File: config.mk
export PLATFORM = sky130hd
export DESIGN_NAME = control_sequencer_flat
export DESIGN_NICKNAME = d
export VERILOG_FILES = /design/src/rtl/control_pkg.sv /design/src/rtl/control_sequencer_if.sv /design/src/rtl/control_sequencer_return_stack.sv /design/src/rtl/control_sequencer.sv /design/src/flat_wrapper.sv
export SDC_FILE = /design/constraint.sdc
export NUM_CORES = 1
export LEC_CHECK = 0
export CAP_MARGIN = 20
export CORE_ASPECT_RATIO = 1.25
export CORE_MARGIN = 2
export CORE_UTILIZATION = 44
export CTS_BUF_LIST = sky130_fd_sc_hd__clkbuf_4 sky130_fd_sc_hd__clkbuf_8
export DETAILED_ROUTE_END_ITERATION = 10
export PLACE_DENSITY = 0.9
export SYNTH_ARGS = -nofsm -noshare
export SYNTH_HDL_FRONTEND = slang
export SYNTH_SLANG_ARGS = --single-unit
File: constraint.sdc
create_clock -name clock_in -period 2 [get_ports clock_in]
set_clock_uncertainty 0.05 [all_clocks]
set_input_delay 0.3 -clock clock_in [delete_from_list [all_inputs] [get_ports clock_in]]
set_output_delay 0.3 -clock clock_in [all_outputs]
set_load 0.01 [all_outputs]
File: src/rtl/control_pkg.sv
// control_pkg: opcodes, FSM states and accumulator-source selects
// shared by the control_sequencer slice.
package control_pkg;

  typedef enum logic [4:0] {
    OP_HLT  = 5'h00,
    OP_STO  = 5'h01,
    OP_LDA  = 5'h02,
    OP_LDI  = 5'h03,
    OP_ADD  = 5'h04,
    OP_ADDI = 5'h05,
    OP_SUB  = 5'h06,
    OP_SUBI = 5'h07,
    OP_JMP  = 5'h08,
    OP_BEQ  = 5'h09,
    OP_BNE  = 5'h0A,
    OP_BLT  = 5'h0B,
    OP_BGE  = 5'h0C,
    OP_CALL = 5'h0D,
    OP_RET  = 5'h0E
  } opcode_t;

  typedef enum logic [1:0] {
    FETCH,
    DECODE,
    EXECUTE,
    HALT
  } state_t;

  localparam logic [1:0] SEL_A_MEM = 2'b00;
  localparam logic [1:0] SEL_A_ALU = 2'b01;
  localparam logic [1:0] SEL_A_IMM = 2'b10;

endpackage

File: src/rtl/control_sequencer_if.sv
// control_sequencer_if: instruction-fetch req/ack handshake between
// the sequencer (master) and instruction memory (slave).
interface control_sequencer_if #(
  parameter int OPERAND_WIDTH     = 11,
  parameter int INSTRUCTION_WIDTH = 16
);
  logic [OPERAND_WIDTH-1:0]     address_out;
  logic                         imem_req_out;
  logic [INSTRUCTION_WIDTH-1:0] instruction_in;
  logic                         imem_ack_in;

  modport master (
    output address_out,
    output imem_req_out,
    input  instruction_in,
    input  imem_ack_in
  );

  modport slave (
    input  address_out,
    input  imem_req_out,
    output instruction_in,
    output imem_ack_in
  );
endinterface

File: src/rtl/control_sequencer_return_stack.sv
// return_stack: small LIFO of return addresses; push on full and
// pop on empty are ignored so the caller can flag the error.
module return_stack #(
  parameter int WIDTH = 11,
  parameter int DEPTH = 4
) (
  input  logic             clk,
  input  logic             rst_n,
  input  logic             push,
  input  logic             pop,
  input  logic [WIDTH-1:0] din,
  output logic [WIDTH-1:0] top,
  output logic             full,
  output logic             empty
);
  localparam int CW = $clog2(DEPTH + 1);
  localparam int AW = $clog2(DEPTH);

  logic [WIDTH-1:0] mem [DEPTH];
  logic [CW-1:0]    cnt;
  logic [AW-1:0]    wr_idx;
  logic [AW-1:0]    rd_idx;

  assign full   = cnt == CW'(DEPTH);
  assign empty  = cnt == '0;
  assign wr_idx = AW'(cnt);
  assign rd_idx = AW'(cnt - CW'(1));
  assign top    = empty ? '0 : mem[rd_idx];

  always_ff @(posedge clk or negedge rst_n) begin
    if (!rst_n) begin
      cnt <= '0;
    end else if (push && !full) begin
      cnt <= cnt + CW'(1);
    end else if (pop && !empty) begin
      cnt <= cnt - CW'(1);
    end
  end

  always_ff @(posedge clk) begin
    if (push && !full) begin
      mem[wr_idx] <= din;
    end
  end
endmodule

File: src/rtl/control_sequencer.sv
// control_sequencer: FETCH/DECODE/EXECUTE controller for the accumulator
// CPU; CONTROL_STACK_EN enables the CALL/RET return-address stack.
module control_sequencer
  import control_pkg::*;
#(
  parameter int OPERAND_WIDTH     = 11,
  parameter int INSTRUCTION_WIDTH = 16,
  parameter int STACK_DEPTH       = 4
) (
  input  logic                     clock_in,
  input  logic                     reset_in,
  control_sequencer_if.master      imem,
  input  logic                     status_Z_in,
  input  logic                     status_N_in,
  output logic [OPERAND_WIDTH-1:0] operand_out,
  output logic [1:0]               sel_A_out,
  output logic                     sel_B_out,
  output logic                     alu_op_out,
  output logic                     data_memory_wr_out,
  output logic                     acc_wr_out,
  output logic                     status_wr_out,
  output logic                     acc_reset_out,
  output logic                     status_reset_out,
  output logic                     halted_out,
  output logic                     stack_err_out
);
  localparam int OW = OPERAND_WIDTH;
  localparam int IW = INSTRUCTION_WIDTH;

  if (IW - OW < 5) begin : g_bad_opcode_width
    $error("opcode field must be at least 5 bits");
  end
  if (STACK_DEPTH < 2) begin : g_bad_stack_depth
    $error("STACK_DEPTH must be at least 2");
  end

  state_t        state;
  logic [OW-1:0] pc;
  logic [IW-1:0] ir;
  logic [4:0]    op;

  logic is_hlt, is_sto, is_lda, is_ldi;
  logic is_add, is_addi, is_sub, is_subi;
  logic is_load, is_alu, take;
  logic is_call, is_ret, stk_full, stk_empty;
  logic [OW-1:0] stk_top;
  logic stk_fault;

  assign op      = ir[OW +: 5];
  assign is_hlt  = op == OP_HLT;
  assign is_sto  = op == OP_STO;
  assign is_lda  = op == OP_LDA;
  assign is_ldi  = op == OP_LDI;
  assign is_add  = op == OP_ADD;
  assign is_addi = op == OP_ADDI;
  assign is_sub  = op == OP_SUB;
  assign is_subi = op == OP_SUBI;
  assign is_load = is_lda | is_ldi;
  assign is_alu  = is_add | is_addi | is_sub | is_subi;

  assign take = (op == OP_JMP)
    | ((op == OP_BEQ) & status_Z_in)
    | ((op == OP_BNE) & !status_Z_in)
    | ((op == OP_BLT) & status_N_in)
    | ((op == OP_BGE) & !status_N_in);

`ifdef CONTROL_STACK_EN
  assign is_call = op == OP_CALL;
  assign is_ret  = op == OP_RET;

  return_stack #(
    .WIDTH (OW),
    .DEPTH (STACK_DEPTH)
  ) u_return_stack (
    .clk   (clock_in),
    .rst_n (reset_in),
    .push  (state == EXECUTE && is_call),
    .pop   (state == EXECUTE && is_ret),
    .din   (pc),
    .top   (stk_top),
    .full  (stk_full),
    .empty (stk_empty)
  );
`else
  assign is_call   = 1'b0;
  assign is_ret    = 1'b0;
  assign stk_full  = 1'b0;
  assign stk_empty = 1'b1;
  assign stk_top   = '0;
`endif

  assign stk_fault = (is_call & stk_full) | (is_ret & stk_empty);

  // HLT never needs an execute cycle, so it halts straight from DECODE.
  always_ff @(posedge clock_in or negedge reset_in) begin
    if (!reset_in) begin
      state         <= FETCH;
      pc            <= '0;
      ir            <= '0;
      halted_out    <= 1'b0;
      stack_err_out <= 1'b0;
    end else begin
      unique case (state)
        FETCH: begin
          if (imem.imem_ack_in) begin
            ir    <= imem.instruction_in;
            pc    <= pc + OW'(1);
            state <= DECODE;
          end
        end
        DECODE: begin
          if (is_hlt) begin
            state      <= HALT;
            halted_out <= 1'b1;
          end else begin
            state <= EXECUTE;
          end
        end
        EXECUTE: begin
          state <= FETCH;
          if (stk_fault) begin
            state         <= HALT;
            halted_out    <= 1'b1;
            stack_err_out <= 1'b1;
          end else if (is_ret) begin
            pc <= stk_top;
          end else if (is_call || take) begin
            pc <= ir[OW-1:0];
          end
        end
        HALT: begin
          state <= HALT;
        end
      endcase
    end
  end

  assign imem.address_out  = pc;
  assign imem.imem_req_out = reset_in && (state == FETCH);
  assign operand_out       = ir[OW-1:0];
  assign acc_reset_out     = !reset_in;
  assign status_reset_out  = !reset_in;

  always_comb begin
    sel_A_out          = SEL_A_MEM;
    sel_B_out          = 1'b0;
    alu_op_out         = 1'b0;
    data_memory_wr_out = 1'b0;
    acc_wr_out         = 1'b0;
    status_wr_out      = 1'b0;
    if (state == DECODE || state == EXECUTE) begin
      unique case (1'b1)
        is_lda:  sel_A_out = SEL_A_MEM;
        is_ldi:  sel_A_out = SEL_A_IMM;
        is_add:  sel_A_out = SEL_A_ALU;
        is_addi: begin
          sel_A_out = SEL_A_ALU;
          sel_B_out = 1'b1;
        end
        is_sub: begin
          sel_A_out  = SEL_A_ALU;
          alu_op_out = 1'b1;
        end
        is_subi: begin
          sel_A_out  = SEL_A_ALU;
          sel_B_out  = 1'b1;
          alu_op_out = 1'b1;
        end
        default: ;
      endcase
      if (state == EXECUTE) begin
        acc_wr_out         = is_load | is_alu;
        status_wr_out      = is_load | is_alu;
        data_memory_wr_out = is_sto;
      end
    end
  end
endmodule

File: src/flat_wrapper.sv
// flat-port wrapper written by rule: the top's interface ports become plain ports
module control_sequencer_flat import control_pkg::*;
#(
  parameter int OPERAND_WIDTH     = 11,
  parameter int INSTRUCTION_WIDTH = 16,
  parameter int STACK_DEPTH       = 4
)
  (clock_in, reset_in, status_Z_in, status_N_in, operand_out, sel_A_out, sel_B_out, alu_op_out, data_memory_wr_out, acc_wr_out, status_wr_out, acc_reset_out, status_reset_out, halted_out, stack_err_out, imem_address_out, imem_imem_req_out, imem_instruction_in, imem_imem_ack_in);
  control_sequencer_if #(.OPERAND_WIDTH(OPERAND_WIDTH), .INSTRUCTION_WIDTH(INSTRUCTION_WIDTH)) imem_i ();
  input  logic clock_in;
  input  logic reset_in;
  input  logic status_Z_in;
  input  logic status_N_in;
  output logic [OPERAND_WIDTH-1:0] operand_out;
  output logic [1:0] sel_A_out;
  output logic sel_B_out;
  output logic alu_op_out;
  output logic data_memory_wr_out;
  output logic acc_wr_out;
  output logic status_wr_out;
  output logic acc_reset_out;
  output logic status_reset_out;
  output logic halted_out;
  output logic stack_err_out;
  output wire logic [$bits(imem_i.address_out)-1:0] imem_address_out;
  output wire logic [$bits(imem_i.imem_req_out)-1:0] imem_imem_req_out;
  input wire logic [$bits(imem_i.instruction_in)-1:0] imem_instruction_in;
  input wire logic [$bits(imem_i.imem_ack_in)-1:0] imem_imem_ack_in;
  assign imem_address_out = imem_i.address_out;
  assign imem_imem_req_out = imem_i.imem_req_out;
  assign imem_i.instruction_in = imem_instruction_in;
  assign imem_i.imem_ack_in = imem_imem_ack_in;
  control_sequencer #(.OPERAND_WIDTH(OPERAND_WIDTH), .INSTRUCTION_WIDTH(INSTRUCTION_WIDTH), .STACK_DEPTH(STACK_DEPTH)) u_core (.clock_in(clock_in), .reset_in(reset_in), .imem(imem_i), .status_Z_in(status_Z_in), .status_N_in(status_N_in), .operand_out(operand_out), .sel_A_out(sel_A_out), .sel_B_out(sel_B_out), .alu_op_out(alu_op_out), .data_memory_wr_out(data_memory_wr_out), .acc_wr_out(acc_wr_out), .status_wr_out(status_wr_out), .acc_reset_out(acc_reset_out), .status_reset_out(status_reset_out), .halted_out(halted_out), .stack_err_out(stack_err_out));
endmodule
# ---- Word-level counts from Yosys, hierarchy flattened
# Index checks and enable logic that the tools add are counted.
dict set report totals {
  register_bits 30
  out_inout_bits 34
  wordCells 65
}
dict set report classes {
  add_sub_neg 1
  eq_ne 17
  mux 16
  bitwise 13
  n_reduce_logical 14
}
# cell n
set op_table {}
lappend op_table {{$eq A5 B4 Y1 const B} 5}
lappend op_table {{$mux W11} 2}
lappend op_table {{$pmux W11 S2} 1}
lappend op_table {{$eq A5 B3 Y1 const B} 4}
lappend op_table {{$add A11 B1 Y11 const B} 1}
lappend op_table {{$eq A5 B2 Y1 const B} 2}
lappend op_table {{$mux W1} 9}
lappend op_table {{$or A1 B1 Y1} 9}
lappend op_table {{$pmux W2 S4} 1}
lappend op_table {{$eq A5 B1 Y1 const B} 1}
lappend op_table {{$logic_not A5 Y1} 1}
lappend op_table {{$and A1 B1 Y1} 4}
lappend op_table {{$eq A2 B2 Y1 const B} 2}
lappend op_table {{$mux W2} 2}
lappend op_table {{$pmux W2 S2} 1}
lappend op_table {{$reduce_and A2 Y1} 2}
lappend op_table {{$reduce_or A2 Y1} 2}
lappend op_table {{$reduce_or A4 Y1} 1}
lappend op_table {{$logic_not A1 Y1} 3}
lappend op_table {{$reduce_and A3 Y1} 1}
lappend op_table {{$eq A2 B1 Y1 const B} 1}
lappend op_table {{$logic_not A2 Y1} 1}
lappend op_table {{$ne A2 B1 Y1 const B} 1}
lappend op_table {{$ne A2 B2 Y1 const B} 1}
lappend op_table {{3 further kinds} 3}

# ---- Logic depth before layout (Yosys ltp)
# Gate-level depths: netlist (run 1).
dict set report logic_depth {
  depth_word 8
  ltp_mapped 8
}

# ---- Worst setup path before layout (run 1)
# OpenSTA, ideal clock, no wires.
dict set report synth_path {
  path_kind {reg-to-reg}
  startpoint {register u_core.state[0]}
  endpoint {register u_core.pc[2], in the netlist u_core.imem.address_out[2]}
  setup_time_ns 0.126
  arrival_ns 1.812
  t_required_ns 1.824
  path_slack_ns 0.012
  path_stages_with_launch 8
  path_buffers 0
  synth_period_minus_slack_ns 1.988
  path_cell_list {dfrtp_1 > inv_1 > ha_1 > mux2i_1 > nor3b_2 > and4_4 > mux2_4 > a221o_1}
}
dict set report synth_via {
  elab_chain_cells 3
  word_cells_on_any_way 7
  cone_classes {3 x eq/ne; 1 x mux; 3 x reduce/logical}
}
# item line_no
set synth_rtl {}
lappend synth_rtl {{from (decl)} control_sequencer.sv:37} ;# state_t state;
lappend synth_rtl {{from (signal assigned)} control_sequencer.sv:97} ;# state <= FETCH;
lappend synth_rtl {{from (signal assigned)} control_sequencer.sv:108} ;# state <= DECODE;
lappend synth_rtl {{from (signal assigned)} control_sequencer.sv:113} ;# state <= HALT;
lappend synth_rtl {{$eq A2 B2 Y1 / $logic_not A2 Y1 (equally long branches)} control_sequencer.sv:103} ;# unique case (state)
lappend synth_rtl {{$ne A2 B1 Y1 (no source line) (tied with other cells)} n/a}
lappend synth_rtl {{$reduce_and A3 Y1 (no source line)} n/a}
lappend synth_rtl {{to (signal assigned)} control_sequencer.sv:107} ;# pc <= pc + OW'(1);
lappend synth_rtl {{to (signal assigned)} control_sequencer.sv:126} ;# pc <= stk_top;
lappend synth_rtl {{to (signal assigned)} control_sequencer.sv:128} ;# pc <= ir[OW-1:0];
lappend synth_rtl {{to (decl)} control_sequencer.sv:38} ;# logic [OW-1:0] pc;
# Several ways; a longest one is shown, not always the timed one.
# A chain may end at the register's enable or synchronous reset.

# ---- Worst setup path after layout (run 1)
# Ends and elaborated chain as after synthesis.

==> results of run 1 <==
## cells in the mapped netlist, drive strengths merged, types with 2 or more instances
cell	instances
o31ai	3
a21oi	2
ha	6
a211oi	4
a31oi	2
buf	19
nand4	3
nor2b	2
and2	4
nor2	10
nor3b	3
dfrtp	30
o21ai	6
clkbuf	2
a221oi	2
and4	4
nand2b	3
o22ai	2
inv	6
nand2	7
nand3	8
mux2i	4
and3	2
nor3	10
mux2	18
## repair_timing
action                     CTS  global route
hold endpoints to repair     0             0
setup endpoints to repair    8            13
pin swaps                    0             3
setup buffers                1             1
gates resized for setup     14            10
## state kept, by name (all words and copies together), names as in the netlist
| signal | flops |
|---|---|
| u_core.ir | 16 |
| u_core.imem.address_out | 11 |
| u_core.state | 2 |
| u_core.halted_out | 1 |
## worst max-delay path, stage by stage, from the launching register on
cell     delay, ns
dfrtp_1       0.39
inv_2         0.11
ha_4          0.15
mux2i_1       0.08
nor3b_2       0.22
and4_4        0.28
mux2_4        0.30
a221o_1       0.29
## area by class of cell
cell class / count / area, um^2
fillers: 334 / 1520
multi-input cells: 122 / 966
flip-flops and latches: 30 / 751
repair buffers: 68 / 643
clock buffers: 7 / 90.1
well taps: 56 / 70.1
inverters: 6 / 22.5
clock inverters: 1 / 5.00
## logic make-up after synthesis
group                    Yosys count  synth area share (%)
adder cells (fa/ha/maj)            6                  4.02
other                              1                 0.201
multiplexers                      22                  13.2
AND/OR/NAND/NOR                   62                  19.5
flip-flops                        30                  40.2
AO/OA/AOI/OAI                     31                  12.8
buffers and inverters             27                  9.99
## power by group
part | total, mW | internal, mW | switching [mW] | leakage [nW]
Sequential | 0.607 | 0.607 | 0 | 0.388
Combinational | 0.0676 | 0.0427 | 0.0249 | 0.657
Clock | 0.517 | 0.291 | 0.227 | 0.0517
## how the worst max path moves through the flow
stage / from / to / slack [ns]
3_3_place_gp: imem_imem_ack_in / u_core.imem.address_out[2] / -0.08
4_1_cts: u_core.state[0] / u_core.imem.address_out[2] / 0.005
6_report: u_core.state[0] / u_core.imem.address_out[2] / 0.02
2_1_floorplan: u_core.state[0] / u_core.imem.address_out[2] / 0.01
5_1_grt: u_core.state[0] / u_core.imem.address_out[2] / -0.06
3_5_place_dp: imem_imem_ack_in / u_core.imem.address_out[10] / -0.13
## layer usage
layer / track usage (%) / part of all wire [%] / up-vias
met1: 22.1 / 42 / 771
met5: 0 / 0 / -
met4: 4.44 / 0.80 / 0
met2: 32.1 / 51 / 62
li1: - / - / 751
met3: 4.11 / 6.2 / 3
## metrics by stage
stage / total power, mW / util [%] / cells
after floorplan: 0.628 / - / 179
after global placement: 0.686 / 59.0 / 280
after detailed placement: 0.687 / 59.0 / 280
after CTS: 1.21 / 61.6 / 289
after global routing: 1.23 / 62.6 / 290
final: 1.19 / 62.6 / 290
==> results.toml, run 1 <==
[drt]
drt_iter0_markers = 107
via_per_inst = 5.47
drtAntennaViolNets = 0
routedWlPerCell_um = 15.1
firstDrtPassIters = 4
drc = 0
wirelength_um = 4370
num_vias = 1587

[clock_tree]
clkSlewWorstSetupHoldPaths_ns = 0.07
clk_path_buf_depth = 2
root_buffer = "clkbuf_8"
ctsHtreeMaxLevel = 2
numCtsBuffers = 5
cts_hold_buf = 0
cts_tree = "done"
clk_latency_ns = 0.28
cts_sinks = 30

[layout]
stdcell_area_um2 = 2550
drive_gt1_share_pct = 24.4
areaGrowthSynthToFinish_pct = 36.6
mostFrequentLayoutCells = "45 x clkdlybuf4s50_1, 30 x dfrtp_1, 16 x mux2_2"
antenna_cells = 0
finalNetCount = 260
final_common_cell = "clkdlybuf4s50_1"

[critical_path]
rr_endpoint = "u_core.imem.address_out[2]"
worst_setup_path_start_kind = "flop"
r2r_cells = 7
cp_data_arrival_time_ns = 2.10
critPathKind = "flop to flop"
critical_path_required_ns = 2.12
r2r-start = "u_core.state[0]"
critPathCaptureType = "flop"
r2r_slack_ns = 0.02
worstPathMaxFanout = 3

[worst_hold_path]
hp-class = "input pin to asynchronous set/reset pin"

[sta]
finalHoldViolCount = 0
setup_ws_ns = 0.0171
setup_violations = 0
layout_min_cycle_time_ns = 1.98
rsz0062_at_grt = "yes"
hold_ws_ns = 0.415
min_period_over_period_pct = 99.1
slew_violations = 0
timing.fmax_ghz = 0.504
tns_ns = 0

[synth]
avgSynthCellArea_um2 = 10.4
netlist_area_um2 = 1870
ys_types = 54
yosys.area.top_type_share_pct = 40.2
synth_async_sr_flop_share_pct = 100
synth_warnings = 0
yosysSeqAreaShare_pct = 40.2
synth.net_count = 206
ys.flop_type = "dfrtp_1"
syn-instance-count = 179
synth_seq_cells = 30
synth_area_leaders = "dfrtp_1 40%, mux2_2 9.7%, buf_4 5.6%"
synth_top_area_cell = "dfrtp_1"
synth-edff-count = 0

[global_route]
grt-ovfl-total = 0
antenna_found_initial = 0
grt_max_degree = 31
grt_pass1_vias = 1528
grt_pass1_wl_um = 7010
track_usage_pct = 18.0

[placement]
place_area_um2 = 2400
gp_congestion = 0.886
post-dp-hpwl_um = 3110
dpl_worst_slack_ns = -0.127
io_buffers = 53

[floorplanning]
ios = 55
dieWidth_um = 62.2
fp-row-count = 26
core_area_um2 = 4070
fp.dieH_um = 76.8
initial_utilization_pct = 45.9
die-area_um2 = 4780

[power]
leakage_nw = 1.10
vdd_drop_max_v = 0.000366
power_density_nw_per_um2 = 468

[run]
drv_cap = 0

[status]
status = "complete, no violations"
No activity file was read; power rests on OpenSTA's default activity.
==> run 2, diff against run 1 <==
- CORE_UTILIZATION: 44 -> 49
- PLACE_DENSITY: 0.9 -> 0.94
- clock period: 2 -> 1.9 ns (I/O delays scaled with it)
==> run 2 against run 1 <==
- the flow now finishes with violations (negative setup slack)
- hold slack better by 0.0036 ns
- sequential share of layout area is 1.6 points lower
- critical path depth is 4 higher
- maximum frequency is 2.4% lower
- register-to-register slack worse by 0.15 ns
- wire length is 23% higher
- cell area is 5.9% higher
- power is 2.4% higher
- largest cell class unchanged
- largest power group unchanged
==> results.toml, run 2 (synthesized netlist as in run 1, its figures left out) <==
[placement]
post-dp-hpwl_um = 3430
io_buffers = 53
placed_cells = 269
gp_congestion = 0.851
dpl_worst_slack_ns = -0.190

[layout]
mostFrequentLayoutCells = "45 x clkdlybuf4s50_1, 30 x dfrtp_1, 18 x buf_4"
areaGrowthSynthToFinish_pct = 44.6
utilization_pct = 72.5
largest_reg_flops = 16
fin_cells = 285
antenna_cells = 0
finalNetCount = 271
n_fill_cell = 251
drive_gt1_share_pct = 34.3
final_common_cell = "clkdlybuf4s50_1"
largest_register = "u_core.ir"

[global_route]
grt_pass1_wl_um = 7800
grt-ovfl-total = 0
grt_pass1_vias = 1647
track_usage_pct = 23.9
antenna_found_initial = 0
grt_max_degree = 23

[power]
leakage_nw = 1.18
p_int_mw = 0.942
power_density_nw_per_um2 = 452
p_total_mw = 1.22
pwr-share-comb_pct = 6.2
vdd_drop_max_v = 0.000494
switchingPower_mw = 0.279
clockPowerShare_pct = 41.4
p_sw_share_pct = 22.8
seqPwrFrac_pct = 52.3

[critical_path]
critical_path_depth = 11
r2r_cells = 11
crit_chain = "inv_2, buf_6, ha_4, mux2i_2, nor3b_2, and4_4, buf_4, buf_8, buf_6, nor3_1, nor3_1"
cp_data_arrival_time_ns = 2.16
worst_setup_path_start_kind = "flop"
r2r_slack_ns = -0.13
critPathCaptureType = "flop"
cp_top_family = "simple AND/OR/NAND/NOR gates"
worstPathMaxFanout = 8
critical_path_required_ns = 2.03
setup.worst_path.start = "u_core.state[0]"
crit_path_max_incr_delay_ns = 0.39
critPathKind = "flop to flop"
cp_num_buf_inv = 5
crit_end = "u_core.imem.address_out[8]"
rr_endpoint = "u_core.imem.address_out[8]"
cpMaxStageDelayCell = "dfrtp_1"
r2r-start = "u_core.state[0]"

[sta]
worst_slew_pin_slew_ns = 0.498
relSlewSlack_pct = 66.6
finalHoldViolCount = 0
min_period_over_period_pct = 107
layout_min_cycle_time_ns = 2.03
slew_violations = 0
rsz0062_at_grt = "yes"
setup_ws_ns = -0.132
setup_violations = 10
timing.fmax_ghz = 0.492

[drt]
drtAntennaViolNets = 0
drc = 0
via_per_inst = 5.99
firstDrtPassIters = 4
wirelength_um = 5370
drt_iter0_markers = 81
num_vias = 1707
routedWlPerCell_um = 18.8

[clock_tree]
ctsHtreeMaxLevel = 2
cts_sinks = 30
cts_tree = "done"
root_buffer = "clkbuf_8"
numCtsBuffers = 5
clk_path_buf_depth = 2
clk_latency_ns = 0.28
cts_hold_buf = 0
clkSlewWorstSetupHoldPaths_ns = 0.07

[floorplanning]
core_area_um2 = 3720
fp-row-count = 25
ios = 55
dieWidth_um = 59.2
die-area_um2 = 4320
fp.dieH_um = 73.0
initial_utilization_pct = 50.1

[status]
status = "complete, but fails checks"
violations = "negative setup slack"

[worst_hold_path]
hp-class = "flop to flop"

[run]
drv_cap = 0
## run 2: cell count changes in the layout (fill, tap and decap cells not counted), sizes merged
cell and delta:
buf +15, clkbuf -1, clkdlybuf4s15 -2, clkinv +1, clkinvlp +1, dlygate4sd2 -3
## run 2: timing repair
action,CTS,global route
pin swaps,5,11
resized for setup,30,24
endpoints found under the setup margin,10,13
gates cloned,0,1
endpoints found under the hold margin,0,0
setup buffers,5,4
## run 2: worst min-delay path by stage
| stage | start | endpoint | slack [ns] | cells past startpoint |
|---|---|---|---|---|
| final | u_core.halted_out | u_core.halted_out | 0.42 | 1 |
| after global routing | reset_in | u_core.imem.address_out[6] | 0.45 | 2 |
| after CTS | u_core.halted_out | u_core.halted_out | 0.42 | 1 |
| after detailed placement | u_core.halted_out | u_core.halted_out | 0.40 | 1 |
| after global placement | u_core.halted_out | u_core.halted_out | 0.41 | 1 |
| after floorplan | reset_in | u_core.halted_out | -0.06 | 0 |
## run 2: metrics by stage
stage	TNS (ns)	hold slack [ns]	area (um^2)
finish	-0.806	0.418	2700
global route	-1.70	0.452	2700
floorplan	-0.0161	-0.0606	1890
detailed placement	-1.08	0.405	2450
CTS	-0.331	0.420	2580
global placement	-0.446	0.406	2450
## run 2: final cells by class
class	count	area (um^2)	share of cell area, %
Multi-Input combinational cell	122	1050	38.9
Timing Repair Buffer	79	736	27.3
Sequential cell	30	751	27.8
Tap cell	40	50.0	1.86
Clock buffer	5	68.8	2.55
Clock inverter	3	21.3	0.788
Inverter	6	22.5	0.835
## run 2: power by group through the flow
stage,Sequential (mW),Combinational [mW],Clock [mW]
3_3_place_gp,0.651,0.0729,0
5_1_grt,0.638,0.0827,0.559
6_report,0.639,0.0757,0.506
4_1_cts,0.639,0.0763,0.518
3_5_place_dp,0.651,0.0755,0
2_1_floorplan,0.651,0.0106,0
## run 2: layer usage
metal	GRT usage (%)	share of wire [%]
met1	29.8	39
met3	5.14	6.2
met4	10.9	2.6
met2	39.2	53
met5	0	0
